==> src/rtl/map_switch_ctrl_pkg.sv <==
// Shared types and helpers for the mapper-switch sequencer.
package map_switch_ctrl_pkg;

    localparam int unsigned MSW_ST_W = 3;

    typedef enum logic [MSW_ST_W-1:0] {
        ST_IDLE  = 3'd0,
        ST_WAIT  = 3'd1,
        ST_BLANK = 3'd2,
        ST_CRST  = 3'd3,
        ST_REL   = 3'd4
    } msw_state_e;

    // Largest of three phase lengths; sizes the shared counter width.
    function automatic int unsigned msw_max3(input int unsigned a,
                                             input int unsigned b,
                                             input int unsigned c);
        int unsigned m;
        m = a;
        if (b > m) m = b;
        if (c > m) m = c;
        return m;
    endfunction

endpackage

==> src/rtl/map_sw_cnt.sv <==
// Loadable saturating down-counter with a zero flag, used for phase and timeout timing.
module map_sw_cnt
    import map_switch_ctrl_pkg::*;
#(
    parameter int unsigned CNT_W = 4
) (
    input  logic             clk,
    input  logic             rst_n,
    input  logic             i_load,
    input  logic [CNT_W-1:0] i_load_val,
    input  logic             i_dec,
    output logic             o_zero_c
);

    logic [CNT_W-1:0] r_cnt;

    // Load has priority; decrement stops at zero instead of wrapping.
    always_ff @(posedge clk or negedge rst_n) begin
        if (!rst_n) begin
            r_cnt <= '0;
        end else if (i_load) begin
            r_cnt <= i_load_val;
        end else if (i_dec && (r_cnt != '0)) begin
            r_cnt <= r_cnt - CNT_W'(1);
        end
    end

    assign o_zero_c = (r_cnt == '0);

endmodule

==> src/rtl/map_switch_ctrl.sv <==
// Sequences a safe runtime change of the active mapper core: wait for a quiet
// bus, blank outputs, switch sel_idx, pulse the new core's reset, then release.
module map_switch_ctrl
    import map_switch_ctrl_pkg::*;
#(
    parameter int unsigned IDX_W       = 8,
    parameter int unsigned RST_IDX     = 0,
    parameter int unsigned BLANK_CYC   = 16,
    parameter int unsigned MAP_RST_CYC = 8,
    parameter int unsigned IDLE_TMO    = 1024
) (
    input  logic             clk,
    input  logic             rst_n,
    input  logic             i_cfg_valid,
    input  logic [IDX_W-1:0] i_map_idx_req,
    input  logic             i_bus_idle,
    input  logic             i_ss_act,
    output logic [IDX_W-1:0] o_sel_idx,
    output logic             o_out_blank,
    output logic             o_map_rst,
    output logic             o_busy,
    output logic             o_done,
    output logic             o_err_tmo
);

    localparam int unsigned CNT_W =
        $clog2(msw_max3(BLANK_CYC, MAP_RST_CYC, IDLE_TMO) + 1);

    // Counters reach zero on the last clock of each phase, so load length-1.
    localparam logic [CNT_W-1:0] BLANK_LD = CNT_W'(BLANK_CYC - 1);
    localparam logic [CNT_W-1:0] CRST_LD  = CNT_W'(MAP_RST_CYC - 1);
    localparam logic [CNT_W-1:0] TMO_LD   = CNT_W'(IDLE_TMO - 1);

    msw_state_e       r_state;
    logic [IDX_W-1:0] r_sel_idx;
    logic [IDX_W-1:0] r_pend_idx;
    logic [IDX_W-1:0] r_next_idx;
    logic             r_next_pend;
    logic             r_idle_run;
    logic             r_out_blank;
    logic             r_map_rst;
    logic             r_busy;
    logic             r_done;
    logic             r_err_tmo;

    msw_state_e       w_nxt_state;
    logic [IDX_W-1:0] w_nxt_sel_idx;
    logic [IDX_W-1:0] w_nxt_pend_idx;
    logic [IDX_W-1:0] w_nxt_next_idx;
    logic             w_nxt_next_pend;
    logic             w_nxt_idle_run;
    logic             w_nxt_out_blank;
    logic             w_nxt_map_rst;
    logic             w_nxt_busy;
    logic             w_nxt_done;
    logic             w_nxt_err_tmo;

    logic             w_req_valid;
    logic [IDX_W-1:0] w_req_idx;
    logic             w_bus_quiet;
    logic             w_ph_load;
    logic [CNT_W-1:0] w_ph_ld_val;
    logic             w_ph_dec;
    logic             w_ph_zero;
    logic             w_tmo_load;
    logic             w_tmo_dec;
    logic             w_tmo_zero;

    // A fresh strobe overrides a request parked while the previous sequence ran.
    assign w_req_valid = i_cfg_valid | r_next_pend;
    assign w_req_idx   = i_cfg_valid ? i_map_idx_req : r_next_idx;
    assign w_bus_quiet = i_bus_idle & r_idle_run;

    map_sw_cnt #(.CNT_W(CNT_W)) u_phase_cnt (
        .clk        (clk),
        .rst_n      (rst_n),
        .i_load     (w_ph_load),
        .i_load_val (w_ph_ld_val),
        .i_dec      (w_ph_dec),
        .o_zero_c   (w_ph_zero)
    );

    map_sw_cnt #(.CNT_W(CNT_W)) u_tmo_cnt (
        .clk        (clk),
        .rst_n      (rst_n),
        .i_load     (w_tmo_load),
        .i_load_val (TMO_LD),
        .i_dec      (w_tmo_dec),
        .o_zero_c   (w_tmo_zero)
    );

    always_ff @(posedge clk or negedge rst_n) begin
        if (!rst_n) begin
            r_state     <= ST_IDLE;
            r_sel_idx   <= IDX_W'(RST_IDX);
            r_pend_idx  <= '0;
            r_next_idx  <= '0;
            r_next_pend <= 1'b0;
            r_idle_run  <= 1'b0;
            r_out_blank <= 1'b0;
            r_map_rst   <= 1'b0;
            r_busy      <= 1'b0;
            r_done      <= 1'b0;
            r_err_tmo   <= 1'b0;
        end else begin
            r_state     <= w_nxt_state;
            r_sel_idx   <= w_nxt_sel_idx;
            r_pend_idx  <= w_nxt_pend_idx;
            r_next_idx  <= w_nxt_next_idx;
            r_next_pend <= w_nxt_next_pend;
            r_idle_run  <= w_nxt_idle_run;
            r_out_blank <= w_nxt_out_blank;
            r_map_rst   <= w_nxt_map_rst;
            r_busy      <= w_nxt_busy;
            r_done      <= w_nxt_done;
            r_err_tmo   <= w_nxt_err_tmo;
        end
    end

    always_comb begin
        w_nxt_state     = r_state;
        w_nxt_sel_idx   = r_sel_idx;
        w_nxt_pend_idx  = r_pend_idx;
        w_nxt_next_idx  = r_next_idx;
        w_nxt_next_pend = r_next_pend;
        w_nxt_idle_run  = 1'b0;
        w_nxt_out_blank = r_out_blank;
        w_nxt_map_rst   = r_map_rst;
        w_nxt_busy      = r_busy;
        w_nxt_done      = 1'b0;
        w_nxt_err_tmo   = r_err_tmo;
        w_ph_load       = 1'b0;
        w_ph_ld_val     = BLANK_LD;
        w_ph_dec        = 1'b0;
        w_tmo_load      = 1'b0;
        w_tmo_dec       = 1'b0;

        // Requests arriving mid-sequence are parked; the latest one wins.
        if (i_cfg_valid && (r_state != ST_IDLE)) begin
            w_nxt_next_idx  = i_map_idx_req;
            w_nxt_next_pend = 1'b1;
        end

        case (r_state)
            ST_IDLE: begin
                if (w_req_valid) begin
                    w_nxt_pend_idx  = w_req_idx;
                    w_nxt_next_pend = 1'b0;
                    w_nxt_err_tmo   = 1'b0;
                    if (w_req_idx == r_sel_idx) begin
                        w_nxt_done = 1'b1;
                    end else begin
                        w_nxt_state = ST_WAIT;
                        w_nxt_busy  = 1'b1;
                        w_tmo_load  = 1'b1;
                    end
                end
            end
            ST_WAIT: begin
                w_nxt_idle_run = i_bus_idle;
                // Save-state activity freezes both the switch and the timeout.
                if (!i_ss_act) begin
                    if (w_bus_quiet || w_tmo_zero) begin
                        w_nxt_state     = ST_BLANK;
                        w_nxt_out_blank = 1'b1;
                        w_nxt_sel_idx   = r_pend_idx;
                        w_nxt_err_tmo   = ~w_bus_quiet;
                        w_ph_load       = 1'b1;
                        w_ph_ld_val     = BLANK_LD;
                    end else begin
                        w_tmo_dec = 1'b1;
                    end
                end
            end
            ST_BLANK: begin
                if (w_ph_zero) begin
                    w_nxt_state   = ST_CRST;
                    w_nxt_map_rst = 1'b1;
                    w_ph_load     = 1'b1;
                    w_ph_ld_val   = CRST_LD;
                end else begin
                    w_ph_dec = 1'b1;
                end
            end
            ST_CRST: begin
                if (w_ph_zero) begin
                    w_nxt_state   = ST_REL;
                    w_nxt_map_rst = 1'b0;
                end else begin
                    w_ph_dec = 1'b1;
                end
            end
            ST_REL: begin
                w_nxt_state     = ST_IDLE;
                w_nxt_out_blank = 1'b0;
                w_nxt_busy      = 1'b0;
                w_nxt_done      = 1'b1;
            end
            default: begin
                w_nxt_state = ST_IDLE;
            end
        endcase
    end

    assign o_sel_idx   = r_sel_idx;
    assign o_out_blank = r_out_blank;
    assign o_map_rst   = r_map_rst;
    assign o_busy      = r_busy;
    assign o_done      = r_done;
    assign o_err_tmo   = r_err_tmo;

endmodule

==> config.mk <==
export PLATFORM = sky130hd
export DESIGN_NAME = map_switch_ctrl
export DESIGN_NICKNAME = d
export VERILOG_FILES = /design/src/rtl/map_switch_ctrl_pkg.sv /design/src/rtl/map_sw_cnt.sv /design/src/rtl/map_switch_ctrl.sv
export SDC_FILE = /design/constraint.sdc
export NUM_CORES = 1
export LEC_CHECK = 0
export CORE_ASPECT_RATIO = 1.2
export CORE_MARGIN = 2
export CORE_UTILIZATION = 57
export DETAILED_ROUTE_END_ITERATION = 16
export PLACE_DENSITY = 0.79
export RECOVER_POWER = 25
export SLEW_MARGIN = 40
export SYNTH_ARGS = -nofsm -noshare
export SYNTH_HDL_FRONTEND = slang
export SYNTH_HIERARCHICAL = 1
export SYNTH_SLANG_ARGS = --single-unit
==> constraint.sdc <==
create_clock -name clk -period 3.1 [get_ports clk]
set_clock_uncertainty 0.1 [all_clocks]
set_input_delay 0.31 -clock clk [delete_from_list [all_inputs] [get_ports clk]]
set_output_delay 0.31 -clock clk [all_outputs]
set_load 0.1 [all_outputs]
==> results.md <==
* Cell Chain, Critical Path: inv_1 > ha_1 > nor4b_4 > and3_1 > or3b_2 > inv_1 > or4b_1 > a2111oi_2 > xnor2_1 > o21ai_1
* Sequential area share after synthesis at 47.3%
* Maximum Capacitance Violations at 0
* Vias at 2170
* Wire per inst at 13.8 um
* Setup crit end kind: flop
* Reg2reg path depth at 10
* Top cell type's share of synthesized area at 47.3%
* FILL cells at 408
* Setup TNS at 0 ns
* Share of cells above drive strength 1 at 20.2%
* Commonest non-fill, non-tap cells in the layout: dfrtp_1, nand2_1, buf_4
* First-pass GRT wire length at 9660 um
* Post-synth EDFFs at 0
* Synth top area cells: dfrtp_1, mux2_2, xnor2_1, nand2_1, a21oi_1
* Tightest Pin Transition at 1.17 ns
* Routed wire length at 5400 um
* Async set or reset register ratio after synthesis at 100%
* Port Buffers at 25
* Area grow syn2layout at 16.3%
* Initial antenna violation count at 0
* Outcome: complete, no violations
* Placeable Area at 4970 um2
* Worst stage delay on the critical path at 0.48 ns
* Clk sinks at 56
* Commonest non-fill, non-tap cell in the layout: dfrtp_1
* Final setup violation count at 0
* Final Critical Period at 2.91 ns
* Largest delay share family, worst path: simple AND/OR/NAND/NOR gates
* CTS tree: done
* DRT Pass-1 Iters at 4
* Yosys reg bits at 56
* Top-level I/O count at 26
* Site Rows at 28
* Pwr per Cell Area at 766 nW/um2
* Critical path peak fanout at 7
* Clock Root Buffer: clkbuf_8
* Top layer in use: met4
* Cell variety after synth at 51
* Fmax at 344 MHz
* Nets at 346
* Unrepaired setup endpoints after global routing: false
* Worst R2R Start: u_phase_cnt/r_cnt[0]
* H-tree lvl count at 2
* DIE HEIGHT at 83.0 um
* TritonCTS Buffers at 5
* Vias in the first global route at 2166
* Hold Crit Depth at 1
* Largest net degree at the start of global routing at 48
* Leakage Power at 1.46 nW
* Hpwl dp at 3930 um
* Clock transition at the registers of the reported paths at 0.10 ns
* Cell mode on critical path: inv_1
* Avg Inst Size Synth at 10.6 um2
* Maximum VDD drop at 0.529 mV
* Post-DRT Antenna Nets at 0
* Final Hold Fails at 0
* Ys flop type: dfrtp_1
* Total Die Area at 5800 um2
* Startpoint types: flop
* Crit path depth at 10
* Synth Cell Area at 2970 um2
* Final instance area at 3450 um2
* Routability congestion estimate at 0.855
* Max Slew Vio Count at 0
* Slowest-stage cell, CP: or3b_2
* Synth warn at 6
* Slew headroom at 22.1%
* Arr. time, crit path at 3.01 ns
* Number of vias per cell at 5.54
* Tcrit/Tclk final at 93.7%
* Hold crit path type: flop to flop
* WL met1 at 2530 um
* Total chip power at 2.64 mW
* Yosys top cell by area: dfrtp_1
* Buffer and inverter count on the worst path at 2
* Routed length on met2 at 2630 um
* Synth Instances at 279
* R2r setup slk at 0.19 ns
* Ant. Diodes at 0
* DRC Markers at 0
* Die width at 69.8 um
* Multi-input logic area at 1540 um2
* Total area of sequential cells at 1400 um2
* Met3 Wirelength at 173 um
* Critical path type: flop to flop
* Clk_lat worst skew at 0.31 ns
* Worst Hold Slack at 0.388 ns
* Hold Path End: o_busy
* Starting density of the core at 59.6%
* Postcts setup bufs at 0
* Gr ovfl total at 0
* Iter 0 DRT Violations at 167
* Critical Path RT at 3.20 ns
* Clock tree buffer depth at 2
* Total track usage at 20.2%
* Reg-to-reg endpoint: u_phase_cnt/r_cnt[9]
* Hold path start: o_busy
* Placed Area at 3350 um2
layer usage:
layer | vias up | global-route usage, %
met1 | 1036 | 27.4
met5 | - | 0
met2 | 34 | 33.1
li1 | 1092 | -
met4 | 0 | 5.07
met3 | 8 | 4.37
cell type report:
| type | instances | share of cell area (%) |
|---|---|---|
| clock buffer | 5 | 1.99 |
| clock inverter | 3 | 0.689 |
| inverter | 12 | 1.31 |
| multi-input combinational | 220 | 44.7 |
| sequential | 56 | 40.6 |
| tap | 60 | 2.18 |
| timing repair buffer | 36 | 8.56 |
power breakdown:
| part | internal, mW | switching [mW] | total (mW) |
|---|---|---|---|
| clock network | 0.161 | 0.246 | 0.406 |
| logic | 0.452 | 0.560 | 1.01 |
| registers | 0.974 | 0.249 | 1.22 |
| total | 1.59 | 1.05 | 2.64 |
stage by stage:
step	setup WS, ns	std cells	util [%]
2_1_floorplan	0.318	298	-
3_3_place_gp	0.272	383	67.4
3_5_place_dp	0.210	383	67.3
4_1_cts	0.194	392	69.4
5_1_grt	0.0290	392	69.3
6_report	0.194	392	69.3
Yosys cell counts, types with 3 or more instances:
master / number
o21ai_0: 16
mux2i_1: 6
a311oi_1: 4
or3_1: 4
inv_1: 12
a2111oi_2: 4
and3_1: 3
nand2_1: 27
buf_2: 5
clkbuf_1: 4
nor3_1: 6
mux2_2: 19
nand3_1: 4
dfrtp_1: 56
o21ai_1: 4
a21oi_1: 16
xnor2_1: 16
nand2b_1: 3
nor2_1: 19
how the worst max path moves through the flow:
stage / from / to / slack (ns)
after floorplan: u_tmo_cnt/r_cnt[0] / u_phase_cnt/r_cnt[4] / 0.32
after global placement: u_phase_cnt/r_cnt[0] / u_phase_cnt/r_cnt[9] / 0.27
after detailed placement: u_phase_cnt/r_cnt[0] / u_phase_cnt/r_cnt[8] / 0.21
after CTS: u_tmo_cnt/r_cnt[0] / u_tmo_cnt/r_cnt[8] / 0.19
after global routing: u_phase_cnt/r_cnt[0] / u_phase_cnt/r_cnt[9] / 0.03
final: u_phase_cnt/r_cnt[0] / u_phase_cnt/r_cnt[9] / 0.19
cell families after synthesis:
logic type,synth area share (%)
buf+inv,3.25
compound gates,14.9
simple gates,18.1
xor+xnor,5.32
other cells,0.253
flops,47.3
mux,10.2
fa+ha+maj,0.844
state kept, by name (all words and copies together), names as in the netlist, 3 cells and up:
signal / cells
u_phase_cnt/r_cnt: 11
u_tmo_cnt/r_cnt: 11
r_next_idx: 8
r_state: 3
o_sel_idx: 8
r_pend_idx: 8
timing repair:
| action | 4_1_cts | 5_1_grt |
|---|---|---|
| hold buffers | 1 | 0 |
| gates resized for setup | 0 | 1 |
| endpoints found under the hold margin | 46 | 0 |
| endpoints found under the setup margin | 0 | 1 |
Note: power is estimated with default switching activity, not from simulation.
